File: config.mk
export PLATFORM = sky130hd
export DESIGN_NAME = jtag_uart_traffic_gen
export DESIGN_NICKNAME = d
export VERILOG_FILES = /design/src/rtl/jtag_uart_pkg.sv /design/src/rtl/jtag_uart_tick_gen.sv /design/src/rtl/jtag_uart_traffic_gen.sv
export SDC_FILE = /design/constraint.sdc
export NUM_CORES = 1
export LEC_CHECK = 0
export CAP_MARGIN = 20
export CORE_ASPECT_RATIO = 0.7
export CORE_MARGIN = 3
export CORE_UTILIZATION = 43
export CTS_CLUSTER_SIZE = 30
export DETAILED_ROUTE_END_ITERATION = 6
export PLACE_DENSITY = 0.74
export REMOVE_ABC_BUFFERS = 1
export SETUP_SLACK_MARGIN = 0.15
export SKIP_LAST_GASP = 1
export SYNTH_ARGS = -nofsm -noshare
export SYNTH_HDL_FRONTEND = slang
export SYNTH_HIERARCHICAL = 1
export SYNTH_SLANG_ARGS = --single-unit
File: constraint.sdc
create_clock -name clk -period 1.8 [get_ports clk]
set_clock_uncertainty 0.1 [all_clocks]
set_input_delay 0.36 -clock clk [delete_from_list [all_inputs] [get_ports clk]]
set_output_delay 0.36 -clock clk [all_outputs]
set_load 0.02 [all_outputs]
File: src/rtl/jtag_uart_pkg.sv
// Shared definitions for the JTAG UART traffic generator.
// Register map of the JTAG UART slave, bit positions inside the data and
// control registers, the master FSM state type and the pattern step helper.
package jtag_uart_pkg;

  // Avalon word addresses of the JTAG UART registers
  localparam logic ADDR_DATA = 1'b0;
  localparam logic ADDR_CTRL = 1'b1;

  // Data register: RVALID flag and received character
  localparam int RVALID_BIT = 15;
  localparam int DATA_LSB   = 0;
  localparam int DATA_MSB   = 7;

  // Control register: free space in the transmit FIFO
  localparam int WSPACE_LSB = 16;
  localparam int WSPACE_MSB = 31;

  typedef enum logic [1:0] {
    IDLE,
    RD_DATA,
    CHK_SPACE,
    WRITE
  } state_e;

  // Next pattern character; wraps to first once last has been sent.
  function automatic logic [7:0] next_char(input logic [7:0] cur,
                                           input logic [7:0] first,
                                           input logic [7:0] last);
    return (cur >= last) ? first : cur + 8'd1;
  endfunction

endpackage

File: src/rtl/jtag_uart_tick_gen.sv
// Service-period timer for the JTAG UART traffic generator.
// Ports:
//   clk     - system clock
//   reset_  - synchronous active-low reset
//   enable  - counts while high, holds the timer at zero while low
//   tick    - one-cycle pulse in the cycle the timer sits at PERIOD-1
module jtag_uart_tick_gen #(
  parameter int PERIOD = 1048576
) (
  input  logic clk,
  input  logic reset_,
  input  logic enable,
  output logic tick
);

  localparam int            TW   = (PERIOD > 1) ? $clog2(PERIOD) : 1;
  localparam logic [TW-1:0] LAST = TW'(PERIOD - 1);

  logic [TW-1:0] timer_q;
  logic [TW-1:0] timer_d;

  always_comb begin
    timer_d = timer_q;
    if (!enable) begin
      timer_d = '0;
    end else if (timer_q == LAST) begin
      timer_d = '0;
    end else begin
      timer_d = timer_q + TW'(1);
    end
  end

  // The parent latches this into its sticky pending flag on the wrap edge.
  assign tick = enable && (timer_q == LAST);

  always_ff @(posedge clk) begin
    if (!reset_) begin
      timer_q <= '0;
    end else begin
      timer_q <= timer_d;
    end
  end

endmodule

File: src/rtl/jtag_uart_traffic_gen.sv
// Avalon-MM master that exercises a JTAG UART slave.
// Pattern mode writes a wrapping character sequence in bursts once per
// PERIOD cycles; echo mode reads a received character and writes it back.
// With CHECK_SPACE the control register is polled before every write and
// the write (and the rest of the burst) is skipped when WSPACE is zero.
// Ports:
//   clk, reset_          - system clock, synchronous active-low reset
//   enable               - gates tick generation
//   av_address           - 0 = data register, 1 = control register
//   av_read_n/write_n    - active-low strobes (registered)
//   av_writedata         - {24'd0, char} (registered)
//   av_readdata          - read data, sampled only on read completion
//   av_waitrequest       - slave stall
//   tx_count / rx_count  - wrapping counts of chars written / received
//   busy                 - FSM not in IDLE
module jtag_uart_traffic_gen
  import jtag_uart_pkg::*;
#(
  parameter int PERIOD      = 1048576,
  parameter int BURST_LEN   = 1,
  parameter int CHAR_FIRST  = 48,
  parameter int CHAR_LAST   = 100,
  parameter int ECHO_EN     = 0,
  parameter int CHECK_SPACE = 1
) (
  input  logic        clk,
  input  logic        reset_,
  input  logic        enable,
  output logic        av_address,
  output logic        av_read_n,
  output logic        av_write_n,
  output logic [31:0] av_writedata,
  input  logic [31:0] av_readdata,
  input  logic        av_waitrequest,
  output logic [15:0] tx_count,
  output logic [15:0] rx_count,
  output logic        busy
);

  localparam int            BW         = (BURST_LEN > 1) ? $clog2(BURST_LEN) : 1;
  localparam logic [BW-1:0] BURST_LAST = BW'(BURST_LEN - 1);
  localparam logic [7:0]    CF         = 8'(CHAR_FIRST);
  localparam logic [7:0]    CL         = 8'(CHAR_LAST);
  // State that follows a successful data read or a non-final burst write
  localparam state_e        AFTER_RD   = (CHECK_SPACE != 0) ? CHK_SPACE : WRITE;
  localparam state_e        START_ST   = (ECHO_EN != 0) ? RD_DATA : AFTER_RD;

  state_e          state_q, state_d;
  logic            av_address_q, av_address_d;
  logic            av_read_n_q, av_read_n_d;
  logic            av_write_n_q, av_write_n_d;
  logic [31:0]     av_writedata_q, av_writedata_d;
  logic [15:0]     tx_count_q, tx_count_d;
  logic [15:0]     rx_count_q, rx_count_d;
  logic [7:0]      char_q, char_d;
  logic [7:0]      byte_q, byte_d;
  logic [BW-1:0]   burst_cnt_q, burst_cnt_d;
  logic            tick_pend_q, tick_pend_d;

  logic tick;
  logic strobe_on;
  logic done;
  logic issue;
  logic start;
  logic rvalid;
  logic wspace_zero;
  logic burst_last;
  logic unused_rd;

  jtag_uart_tick_gen #(.PERIOD(PERIOD)) u_tick (
    .clk    (clk),
    .reset_ (reset_),
    .enable (enable),
    .tick   (tick)
  );

  // Every transaction state spends its first cycle with both strobes high
  // (issue), which also provides the mandatory idle cycle between
  // back-to-back transactions. The strobe then stays low until completion.
  assign strobe_on   = !av_read_n_q || !av_write_n_q;
  assign done        = strobe_on && !av_waitrequest;
  assign issue       = (state_q != IDLE) && !strobe_on && enable;
  assign start       = (state_q == IDLE) && tick_pend_q && enable;
  assign rvalid      = av_readdata[RVALID_BIT];
  assign wspace_zero = (av_readdata[WSPACE_MSB:WSPACE_LSB] == 16'd0);
  assign burst_last  = (burst_cnt_q == BURST_LAST);
  assign unused_rd   = ^av_readdata[RVALID_BIT-1:DATA_MSB+1];

  // State register
  always_ff @(posedge clk) begin
    if (!reset_) begin
      state_q <= IDLE;
    end else begin
      state_q <= state_d;
    end
  end

  // Next-state logic
  always_comb begin
    state_d = state_q;
    unique case (state_q)
      IDLE: begin
        if (start) state_d = START_ST;
      end
      RD_DATA: begin
        if (!strobe_on && !enable) state_d = IDLE;
        else if (done)             state_d = (!enable || !rvalid) ? IDLE : AFTER_RD;
      end
      CHK_SPACE: begin
        if (!strobe_on && !enable) state_d = IDLE;
        else if (done)             state_d = (!enable || wspace_zero) ? IDLE : WRITE;
      end
      WRITE: begin
        if (!strobe_on && !enable) state_d = IDLE;
        else if (done)             state_d = (!enable || (ECHO_EN != 0) || burst_last) ? IDLE : AFTER_RD;
      end
      default: state_d = IDLE;
    endcase
  end

  // Output and datapath next-state logic
  always_comb begin
    av_address_d   = av_address_q;
    av_read_n_d    = av_read_n_q;
    av_write_n_d   = av_write_n_q;
    av_writedata_d = av_writedata_q;
    tx_count_d     = tx_count_q;
    rx_count_d     = rx_count_q;
    char_d         = char_q;
    byte_d         = byte_q;
    burst_cnt_d    = burst_cnt_q;
    tick_pend_d    = tick_pend_q;

    // A fresh tick wins over consumption in the same cycle: it is a new tick.
    if (!enable)    tick_pend_d = 1'b0;
    else if (tick)  tick_pend_d = 1'b1;
    else if (start) tick_pend_d = 1'b0;

    if (start) burst_cnt_d = '0;

    if (issue) begin
      unique case (state_q)
        RD_DATA: begin
          av_read_n_d  = 1'b0;
          av_address_d = ADDR_DATA;
        end
        CHK_SPACE: begin
          av_read_n_d  = 1'b0;
          av_address_d = ADDR_CTRL;
        end
        WRITE: begin
          av_write_n_d   = 1'b0;
          av_address_d   = ADDR_DATA;
          av_writedata_d = {24'd0, (ECHO_EN != 0) ? byte_q : char_q};
        end
        default: ;
      endcase
    end

    if (done) begin
      av_read_n_d  = 1'b1;
      av_write_n_d = 1'b1;
      unique case (state_q)
        RD_DATA: begin
          if (rvalid) begin
            byte_d     = av_readdata[DATA_MSB:DATA_LSB];
            rx_count_d = rx_count_q + 16'd1;
          end
        end
        WRITE: begin
          tx_count_d = tx_count_q + 16'd1;
          if (ECHO_EN == 0) begin
            char_d = next_char(char_q, CF, CL);
            if (!burst_last) burst_cnt_d = burst_cnt_q + BW'(1);
          end
        end
        default: ;
      endcase
    end
  end

  // Datapath registers; reset abandons any transaction in flight.
  always_ff @(posedge clk) begin
    if (!reset_) begin
      av_address_q   <= ADDR_DATA;
      av_read_n_q    <= 1'b1;
      av_write_n_q   <= 1'b1;
      av_writedata_q <= '0;
      tx_count_q     <= '0;
      rx_count_q     <= '0;
      char_q         <= CF;
      byte_q         <= '0;
      burst_cnt_q    <= '0;
      tick_pend_q    <= 1'b0;
    end else begin
      av_address_q   <= av_address_d;
      av_read_n_q    <= av_read_n_d;
      av_write_n_q   <= av_write_n_d;
      av_writedata_q <= av_writedata_d;
      tx_count_q     <= tx_count_d;
      rx_count_q     <= rx_count_d;
      char_q         <= char_d;
      byte_q         <= byte_d;
      burst_cnt_q    <= burst_cnt_d;
      tick_pend_q    <= tick_pend_d;
    end
  end

  assign av_address   = av_address_q;
  assign av_read_n    = av_read_n_q;
  assign av_write_n   = av_write_n_q;
  assign av_writedata = av_writedata_q;
  assign tx_count     = tx_count_q;
  assign rx_count     = rx_count_q;
  assign busy         = (state_q != IDLE);

endmodule

Word-level counts from Yosys, hierarchy flattened. Index checks and enable logic that the tools add are counted.

$add $sub $neg: 5. $lt $le $gt $ge: 1. Eq/ne operators: 8. Multiplexer cells: 19. Bitwise gates (word level): 3. Reductions and logical operators: 33.

Operator list (count): $add A16 B1 Y16 const B (2); $add A20 B1 Y20 const B (1); $eq A20 B20 Y1 const B (1); $mux W2 (10); $logic_not A16 Y1 (1); $reduce_and A2 Y1 (5); $ne A3 B3 Y1 const B (3); $add A8 B1 Y8 const B (1); $ge A8 B7 Y1 const B (1); $mux W8 (1); $pmux W2 S4 (1); $logic_and A1 B1 Y1 (7); $logic_not A1 Y1 (6); $mux W1 (6); $reduce_bool A2 Y1 (3); $reduce_or A2 Y1 (3); $eq A2 B2 Y1 const B (2); $logic_or A1 B1 Y1 (4); $reduce_and A4 Y1 (1); $not A1 Y1 (3); $reduce_and A3 Y1 (1); $reduce_or A3 Y1 (1); $eq A2 B1 Y1 const B (1); $logic_not A2 Y1 (1); 3 further kinds (3).

Register bits after elaboration: 75. Input port bits: 36. Output and inout port bits: 68. Logic and storage cells: 80.

Logic depth before layout (Yosys ltp). Gate-level depths: netlist of the first run.

Depth after elaboration: 7. Mapped depth: 7. Gate-level depth less buffers: 6.

Modules after synthesis. Netlist of the first run, hierarchy kept.

Modules (own cells, without submodules): jtag_uart_traffic_gen (times used 1, cells an instance 326, area each 2815.2 um^2, seq. area each 1101.1 um^2); jtag_uart_tick_gen (times used 1, cells an instance 102, area each 902.1 um^2, seq. area each 400.4 um^2).

Worst setup path before layout of the first run. OpenSTA, ideal clock, no wires.

Path kind: flip-flop to flip-flop. Start point: register u_tick.timer_q[0]. End point: register u_tick.timer_q[18]. Data arrival time: 1.566 ns. Required time: 1.630 ns. Slack: 0.064 ns. Cell stages (with the launch flop): 6. Buffers on the path: 0. Cells stage by stage: dfxtp_1 > ha_1 > and4_1 > nand3_1 > or4_1 > a21oi_1.

Word-level cells in the longest chain between the ends: 2. Elaborated cells between the ends (all ways): 3. Those cells by class: 1 x add/sub; 1 x eq/ne; 1 x reduce/logical.

RTL lines: from (decl) (RTL line jtag_uart_tick_gen.sv:19) `logic [TW-1:0] timer_q;`; from (signal assigned) (RTL line jtag_uart_tick_gen.sv:40) `timer_q <= timer_d;`; branches (longest 2 deep; another with $add A20 B1 Y20).

Parallel ways; which one is timed is not known. A chain may end at the register's enable or synchronous reset.

Final worst setup path of the first run.
Start point: register u_tick.timer_q[1]. End point: register u_tick.timer_q[17].

The elaborated chain is that of the path after synthesis.

==> results of run 1 <==
-- final timing paths --
check | cells after the start | to | from
max | 7 | u_tick/timer_q[17] | u_tick/timer_q[1]
min | 1 | u_tick/timer_q[0] | u_tick/timer_q[0]
max reg2reg | 7 | u_tick/timer_q[17] | u_tick/timer_q[1]
min reg2reg | 1 | u_tick/timer_q[0] | u_tick/timer_q[0]
-- worst reg2reg max path: stages (launching register included) --
cell	delay, ns
sky130_fd_sc_hd__dfxtp_2	0.36
sky130_fd_sc_hd__ha_4	0.15
sky130_fd_sc_hd__buf_6	0.10
sky130_fd_sc_hd__nand4_1	0.17
sky130_fd_sc_hd__nor3_2	0.26
sky130_fd_sc_hd__a31o_2	0.26
sky130_fd_sc_hd__clkbuf_16	0.19
sky130_fd_sc_hd__a21oi_2	0.04
-- where the power goes --
group          switching, mW  internal [mW]  total (mW)
Sequential           0.00720           1.67        1.67
Clock                  0.692           1.57        2.26
Combinational          0.165          0.125       0.290
-- state kept, by name (all words and copies together), names as in the netlist --
register and count:
char_q 8, rx_count 16, u_tick/timer_q 20, av_read_n 1, burst_cnt_q 1, tick_pend_q 1
av_address 1, av_writedata 8, tx_count 16, state_q 2, av_write_n 1
-- cell type report --
| type | instances | share of cell area |
|---|---|---|
| Tap cell | 116 | 0.0269 |
| Inverter | 11 | 0.00765 |
| Sequential cell | 75 | 0.283 |
| Multi-Input combinational cell | 328 | 0.428 |
| Timing Repair Buffer | 112 | 0.185 |
| Clock buffer | 12 | 0.0475 |
| Clock inverter | 4 | 0.0222 |
-- repair_timing --
item,in CTS,in global routing
resized for setup,75,73
pin swaps,6,26
setup buffers,5,2
setup endpoints to repair,91,62
cloned,0,1
-- layer usage --
metal | track usage | share of wire | up-vias
met2 | 0.303 | 0.50 | 115
li1 | - | - | 1682
met3 | 0.0601 | 0.048 | 21
met4 | 0.0594 | 0.019 | 0
met1 | 0.256 | 0.44 | 1637
met5 | 0 | 0 | -
-- through the flow --
| step | TNS (ns) | area, um^2 | power, mW |
|---|---|---|---|
| after CTS | -0.0224 | 5120 | 4.22 |
| after detailed placement | -6.59 | 4660 | 1.95 |
| after global routing | -0.0670 | 5400 | 4.35 |
| after global placement | -5.65 | 4660 | 1.94 |
| final | 0 | 5400 | 4.23 |
| after floorplan | -1.03 | 3560 | 1.83 |
-- cell usage in the layout (no fill, tap or decap), types with 3 or more instances in the layout --
| master | instances |
|---|---|
| sky130_fd_sc_hd__a21oi_1 | 17 |
| sky130_fd_sc_hd__a21oi_2 | 9 |
| sky130_fd_sc_hd__and2_1 | 5 |
| sky130_fd_sc_hd__and3_2 | 4 |
| sky130_fd_sc_hd__and4_1 | 7 |
| sky130_fd_sc_hd__buf_4 | 40 |
| sky130_fd_sc_hd__buf_6 | 5 |
| sky130_fd_sc_hd__bufinv_16 | 4 |
| sky130_fd_sc_hd__clkbuf_16 | 10 |
| sky130_fd_sc_hd__clkdlybuf4s50_1 | 19 |
| sky130_fd_sc_hd__conb_1 | 24 |
| sky130_fd_sc_hd__dfxtp_1 | 59 |
| sky130_fd_sc_hd__dfxtp_2 | 14 |
| sky130_fd_sc_hd__dlygate4sd2_1 | 42 |
| sky130_fd_sc_hd__ha_1 | 5 |
| sky130_fd_sc_hd__ha_4 | 3 |
| sky130_fd_sc_hd__inv_1 | 9 |
| sky130_fd_sc_hd__mux2i_1 | 8 |
| sky130_fd_sc_hd__nand2_1 | 42 |
| sky130_fd_sc_hd__nand2b_1 | 6 |
| sky130_fd_sc_hd__nand3_1 | 26 |
| sky130_fd_sc_hd__nand4_1 | 18 |
| sky130_fd_sc_hd__nand4_4 | 4 |
| sky130_fd_sc_hd__nor2_1 | 26 |
| sky130_fd_sc_hd__nor2_4 | 10 |
| sky130_fd_sc_hd__nor3_1 | 3 |
| sky130_fd_sc_hd__nor3_2 | 6 |
| sky130_fd_sc_hd__nor4_1 | 5 |
| sky130_fd_sc_hd__o21a_1 | 3 |
| sky130_fd_sc_hd__o21ai_0 | 10 |
| sky130_fd_sc_hd__o31ai_1 | 6 |
| sky130_fd_sc_hd__or3_1 | 9 |
| sky130_fd_sc_hd__or4_1 | 3 |
| sky130_fd_sc_hd__or4_4 | 3 |
| sky130_fd_sc_hd__xnor2_1 | 13 |
| sky130_fd_sc_hd__xor2_1 | 19 |
-- logic make-up after synthesis --
family	count (synthesis)	synth area share
and+or+nand+nor	196	0.290
DFF	75	0.404
AOI/OAI and AO/OA	57	0.0946
buffers and inverters	48	0.0771
xor gates and xnor gates	32	0.0754
adders and majority gates	10	0.0337
muxes	9	0.0242
other	1	0.00101
==> results.md, run 1 <==
- Run status: finished clean
- DRC errors left: 0
- Peak supply drop: 0.494 mV
- Worst endpoint data arrival time: between 1.5 and 2 ns
- Final hold vios: 0
- Estimated wirelength of the detail-placed design: ~6400 um
- Global-route wire length before repair: 15200 um
- Max Fanout on Critical Path: 7
- Synth async-reset ratio: 0
- Post-Synthesis Cells: between 400 and 500
- Fin crit share: 0.965
- Clock sinks: 75
- Cell row count: 27
- Minimum setup slack after placement: -0.275 ns
- Buffers on Ports: 64
- Die span in x: 117 um
- Via count of the first global-routing pass: 3210
- Floorplan die height: 83.8 um
- Post-synth top area share: 0.404
- Cell family with the largest share of critical-path delay: simple AND/OR/NAND/NOR gates
- Register-to-register setup slack: between 0.06 and 0.07 ns
- Critical path's slowest cell: sky130_fd_sc_hd__dfxtp_2
- DIE AREA: 9810 um^2
- Total GRT Usage: 0.194
- Worst hold slack after final layout: 0.341 ns
- H-tree lvl count: 3
- Final Util: 0.663
- Number of synthesized flops with an enable pin: 0
- Kind of start point of the critical path: flop
- Average cell area after synthesis: 8.69 um^2
- Placer Congestion: around 0.86
- Number of buffers inserted during clock tree synthesis: 9
- Most used flip-flop cell after synthesis: sky130_fd_sc_hd__dfxtp_1
- Antenna cell count: 0
- Register clock-pin slew on the reported worst setup and hold paths: 0.06 ns
- FILL cells: 639
- Post-detailed-routing wire length: 9710 um
- Cells traversed along the worst timing path: ha_4 > buf_6 > nand4_1 > nor3_2 > a31o_2 > clkbuf_16 > a21oi_2
- Violation count after the first detailed-route iteration: 237
- Register area share after synthesis: 0.404
- Worst setup path class: flop to flop
- Yosys synthesis warning count: 6
- WP data required: around 1.9 ns
- Post-synthesis to final-layout area growth: 45.3%
- Via count: 3455
- Setup repair after global routing missed its margin: yes
- Floorplan Core Area: 8140 um^2
- Synth Cell Area: 3720 um^2
- Top cells by area in the synthesized netlist: sky130_fd_sc_hd__dfxtp_1 40%, sky130_fd_sc_hd__buf_4 4.8%, sky130_fd_sc_hd__xor2_1 4.5%, sky130_fd_sc_hd__nand2_1 4.3%, sky130_fd_sc_hd__nand3_1 3.9%
- Maximum clock frequency: 0.576 GHz
- Synthesis-stage register bit count: 75
- Total Nets Final: 583
- Post-synth top area cell: sky130_fd_sc_hd__dfxtp_1
- Multi-input gate area: 2310 um^2
- Synth top cells by count: 75 x sky130_fd_sc_hd__dfxtp_1, 43 x sky130_fd_sc_hd__nand2_1, 38 x sky130_fd_sc_hd__nor2_1, 29 x sky130_fd_sc_hd__nand3_1, 26 x sky130_fd_sc_hd__a21oi_1
- Antenna violations before repair: 0
- Root buffer selected by CTS: sky130_fd_sc_hd__clkbuf_16
- Final Critical Period: about 1.7 ns
- Placed Cells: 634
- TritonCTS clock tree: built
- Total count of max-transition violations in the final report: 0
- Initial Utilization: 0.457
- Worst-skew pair later-pin latency: approximately 0.34 ns
- Non-filler cells, final: 658
- Count of boundary I/O pins: roughly 100
- Total grt overflow: 0
- 1st-pass router iterations: 5
- Number of nets with antenna violations after routing: 0
- Final worst-path setup slack: 0.0628 ns
- Routed wire per std cell: approximately 15 um
- Setup violations, final: 0
- Leak: 2.19 nW
- Nature of the critical path endpoint: flop
- Largest net degree at the start of global routing: 37
- Hold-fix buffers at CTS: 0
- Tightest Hold Check Type: flop to flop
- Proportion of layout cells with a drive suffix above 1: 0.275
- Power density over cell area: 783 nW/um^2
- Reg area: 1530 um^2
- Distinct cell type count of the synthesized netlist: 47
- Most frequently used cell type in the post-synthesis netlist: sky130_fd_sc_hd__dfxtp_1
- Reported max-cap violation count: 0
- Slowest cell delay on critical path: 0.36 ns
- Buf+Inv Stages, Crit Path: 2
- Via-per-instance ratio: 5.25
- CTS max path bufs: 2
No activity file was read; power rests on OpenSTA's default activity.
==> inputs of run 2 (changes only) <==
==> constraint.sdc (replaced) <==
create_clock -name clk -period 1.8 [get_ports clk]
set_clock_uncertainty 0.1 [all_clocks]
set_input_delay 0.18 -clock clk [delete_from_list [all_inputs] [get_ports clk]]
set_output_delay 0.18 -clock clk [all_outputs]
set_load 0.02 [all_outputs]
==> run 2 against run 1 <==
Register-to-register slack better by 0.09 ns. Core utilization down 0.81 points. Clock power down 13%. Largest cell class unchanged.
==> results.md, run 2 (synthesis gave the netlist of run 1 again) <==
- Run status: finished clean
- Placer Congestion: 0.859
- Leading cell type in the layout, fill and taps excluded: sky130_fd_sc_hd__dfxtp_1
- Commonest cells after routing, fill and taps aside: 52 x sky130_fd_sc_hd__dfxtp_1, 45 x sky130_fd_sc_hd__buf_4, 42 x sky130_fd_sc_hd__nand2_1, 38 x sky130_fd_sc_hd__nor2_1, 38 x sky130_fd_sc_hd__clkdlybuf4s50_1
- 1st-pass router iterations: 6
- Critical path's slowest cell: sky130_fd_sc_hd__or4_4
- Worst Hold Path Cells: 1
- Post-detailed-routing wire length: slightly below 10000 um
- Final hold vios: 0
- Cells traversed along the worst timing path: ha_4 > and4_4 > nand3_4 > or4_4 > a21oi_2
- Initial Utilization: 0.457
- Biggest register: u_tick/timer_q
- DIE AREA: 9810 um^2
- Global-route wire length before repair: 15100 um
- Register-to-register setup slack: 0.15 ns
- Estimated wirelength of the detail-placed design: 6340 um
- Buffers on Ports: 64
- Root buffer selected by CTS: sky130_fd_sc_hd__clkbuf_16
- Routed wire per std cell: 15.0 um
- Proportion of layout cells with a drive suffix above 1: 0.251
- H-tree lvl count: 3
- Worst-skew pair later-pin latency: 0.33 ns
- Max Fanout on Critical Path: 5
- Count of boundary I/O pins: 104
- WP data required: just under 2 ns
- Sequential fraction of design power: 0.430
- Leak: 2.24 nW
- Clock power frac: 0.505
- Power density over cell area: between 700 and 800 nW/um^2
- Multi-input gate area: 2230 um^2
- Antenna cell count: 0
- Total Nets Final: 587
- Number of nets with antenna violations after routing: 0
- Peak supply drop: 0.537 mV
- Reg area: 1540 um^2
- Fin crit share: 0.917
- Via count of the first global-routing pass: 3198
- Total GRT Usage: 0.193
- Critical hold path startpoint: u_tick/timer_q[0]
- Placed Cells: around 630
- Cell family with the largest share of critical-path delay: simple AND/OR/NAND/NOR gates
- Clock sinks: 75
- Worst endpoint data arrival time: 1.82 ns
- Cell row count: 27
- Floorplan Core Area: just over 8000 um^2
- Reported max-cap violation count: 0
- Relative contribution of combinational cells to total power: 0.064
- Total grt overflow: 0
- Total count of max-transition violations in the final report: 0
- Floorplan die height: 83.8 um
- DRC errors left: 0
- Worst setup path class: flop to flop
- Net switching fraction of the power: 0.215
- Final Critical Period: 1.65 ns
- CTS max path bufs: 2
- Nature of the critical path endpoint: flop
- Internal power of the cells: around 3 mW
- Tightest Hold Check Type: flop to flop
- Antenna violations before repair: 0
- Switching Power: 0.838 mW
- Maximum clock frequency: 0.606 GHz
- FILL cells: 639
- Die span in x: 117 um
- Buf+Inv Stages, Crit Path: 0
- Capture endpoint of the worst hold path: u_tick/timer_q[0]
- Number of buffers inserted during clock tree synthesis: 9
- RR Startpoint: u_tick/timer_q[0]
- Setup repair after global routing missed its margin: yes
- Post-synthesis to final-layout area growth: 43.5%
- Final Util: 0.655
- Violation count after the first detailed-route iteration: 228
- Non-filler cells, final: roughly 660
- Setup violations, final: 0
- Largest net degree at the start of global routing: 37
- Largest register FFs: 20
- TritonCTS clock tree: built
- Slowest cell delay on critical path: 0.49 ns
- Endpoint of the worst-slack reg-to-reg timing path: u_tick/timer_q[18]
- Final sum of negative setup slack: 0 ns
- Via-per-instance ratio: 5.29
- Cell count of the worst reg-to-reg path: 5
- Register clock-pin slew on the reported worst setup and hold paths: 0.06 ns
- Via count: 3501
- Kind of start point of the critical path: flop
## run 2: cell count changes in the layout (fill, tap and decap cells not counted), sizes merged, moves of 2 or more
cell,delta
buf,+4
bufinv,-2
clkbuf,-3
clkdlybuf4s50,+19
dlygate4sd2,-24
dlymetal6s2s,+7
nand4,+2
## run 2: per-stage QoR
stage / total power, mW / setup WS [ns] / hold slack, ns / instance area (um^2)
after floorplan: 1.83 / -0.132 / 0.152 / 3560
after global placement: 1.93 / -0.0389 / 0.322 / 4600
after detailed placement: 1.93 / -0.0869 / 0.344 / 4600
after CTS: 3.90 / 0.0662 / 0.319 / 5040
after global routing: 4.00 / 0.0593 / 0.381 / 5330
final: 3.89 / 0.149 / 0.354 / 5330
## run 2: worst max-delay path by stage
stage	from	end	slack, ns	cells past startpoint
floorplan	state_q[0]	tx_count[14]	-0.13	4
global placement	av_waitrequest	rx_count[9]	-0.04	6
detailed placement	av_waitrequest	rx_count[11]	-0.09	6
CTS	u_tick/timer_q[0]	u_tick/timer_q[18]	0.07	5
global route	u_tick/timer_q[2]	u_tick/timer_q[13]	0.06	5
finish	u_tick/timer_q[0]	u_tick/timer_q[18]	0.15	5
## run 2: power groups by stage
| stage | Clock, mW | Sequential, mW | Combinational (mW) |
|---|---|---|---|
| detailed placement | 0 | 1.71 | 0.224 |
| CTS | 1.98 | 1.68 | 0.241 |
| finish | 1.97 | 1.68 | 0.251 |
| floorplan | 0 | 1.71 | 0.114 |
| global route | 2.05 | 1.68 | 0.272 |
| global placement | 0 | 1.71 | 0.219 |
## run 2: repair_timing
| item | CTS | global route |
|---|---|---|
| gates resized for setup | 50 | 56 |
| setup endpoints to repair | 73 | 54 |
| pin swaps | 8 | 19 |
| hold endpoints to repair | 0 | 0 |
| cloned | 0 | 2 |
| hold buffers | 0 | 0 |
| setup buffers | 5 | 13 |
## run 2: cell type report
type	instances	area share
Multi-Input combinational cell	330	0.419
Sequential cell	75	0.289
Inverter	11	0.00821
Timing Repair Buffer	114	0.195
Clock buffer	12	0.0481
Tap cell	116	0.0272
Clock inverter	4	0.0136
## run 2: per-layer routing
layer	wire length (um)	vias to the layer above	track usage
met4	142	0	0.0625
met5	0	-	0
met3	459	13	0.0478
met2	4920	106	0.309
met1	4410	1680	0.252
li1	-	1702	-
## run 2: worst register-to-register path, cell delays in order (launching register included)
cell	delay [ns]
sky130_fd_sc_hd__dfxtp_2	0.36
sky130_fd_sc_hd__ha_4	0.15
sky130_fd_sc_hd__and4_4	0.23
sky130_fd_sc_hd__nand3_4	0.10
sky130_fd_sc_hd__or4_4	0.49
sky130_fd_sc_hd__a21oi_2	0.15
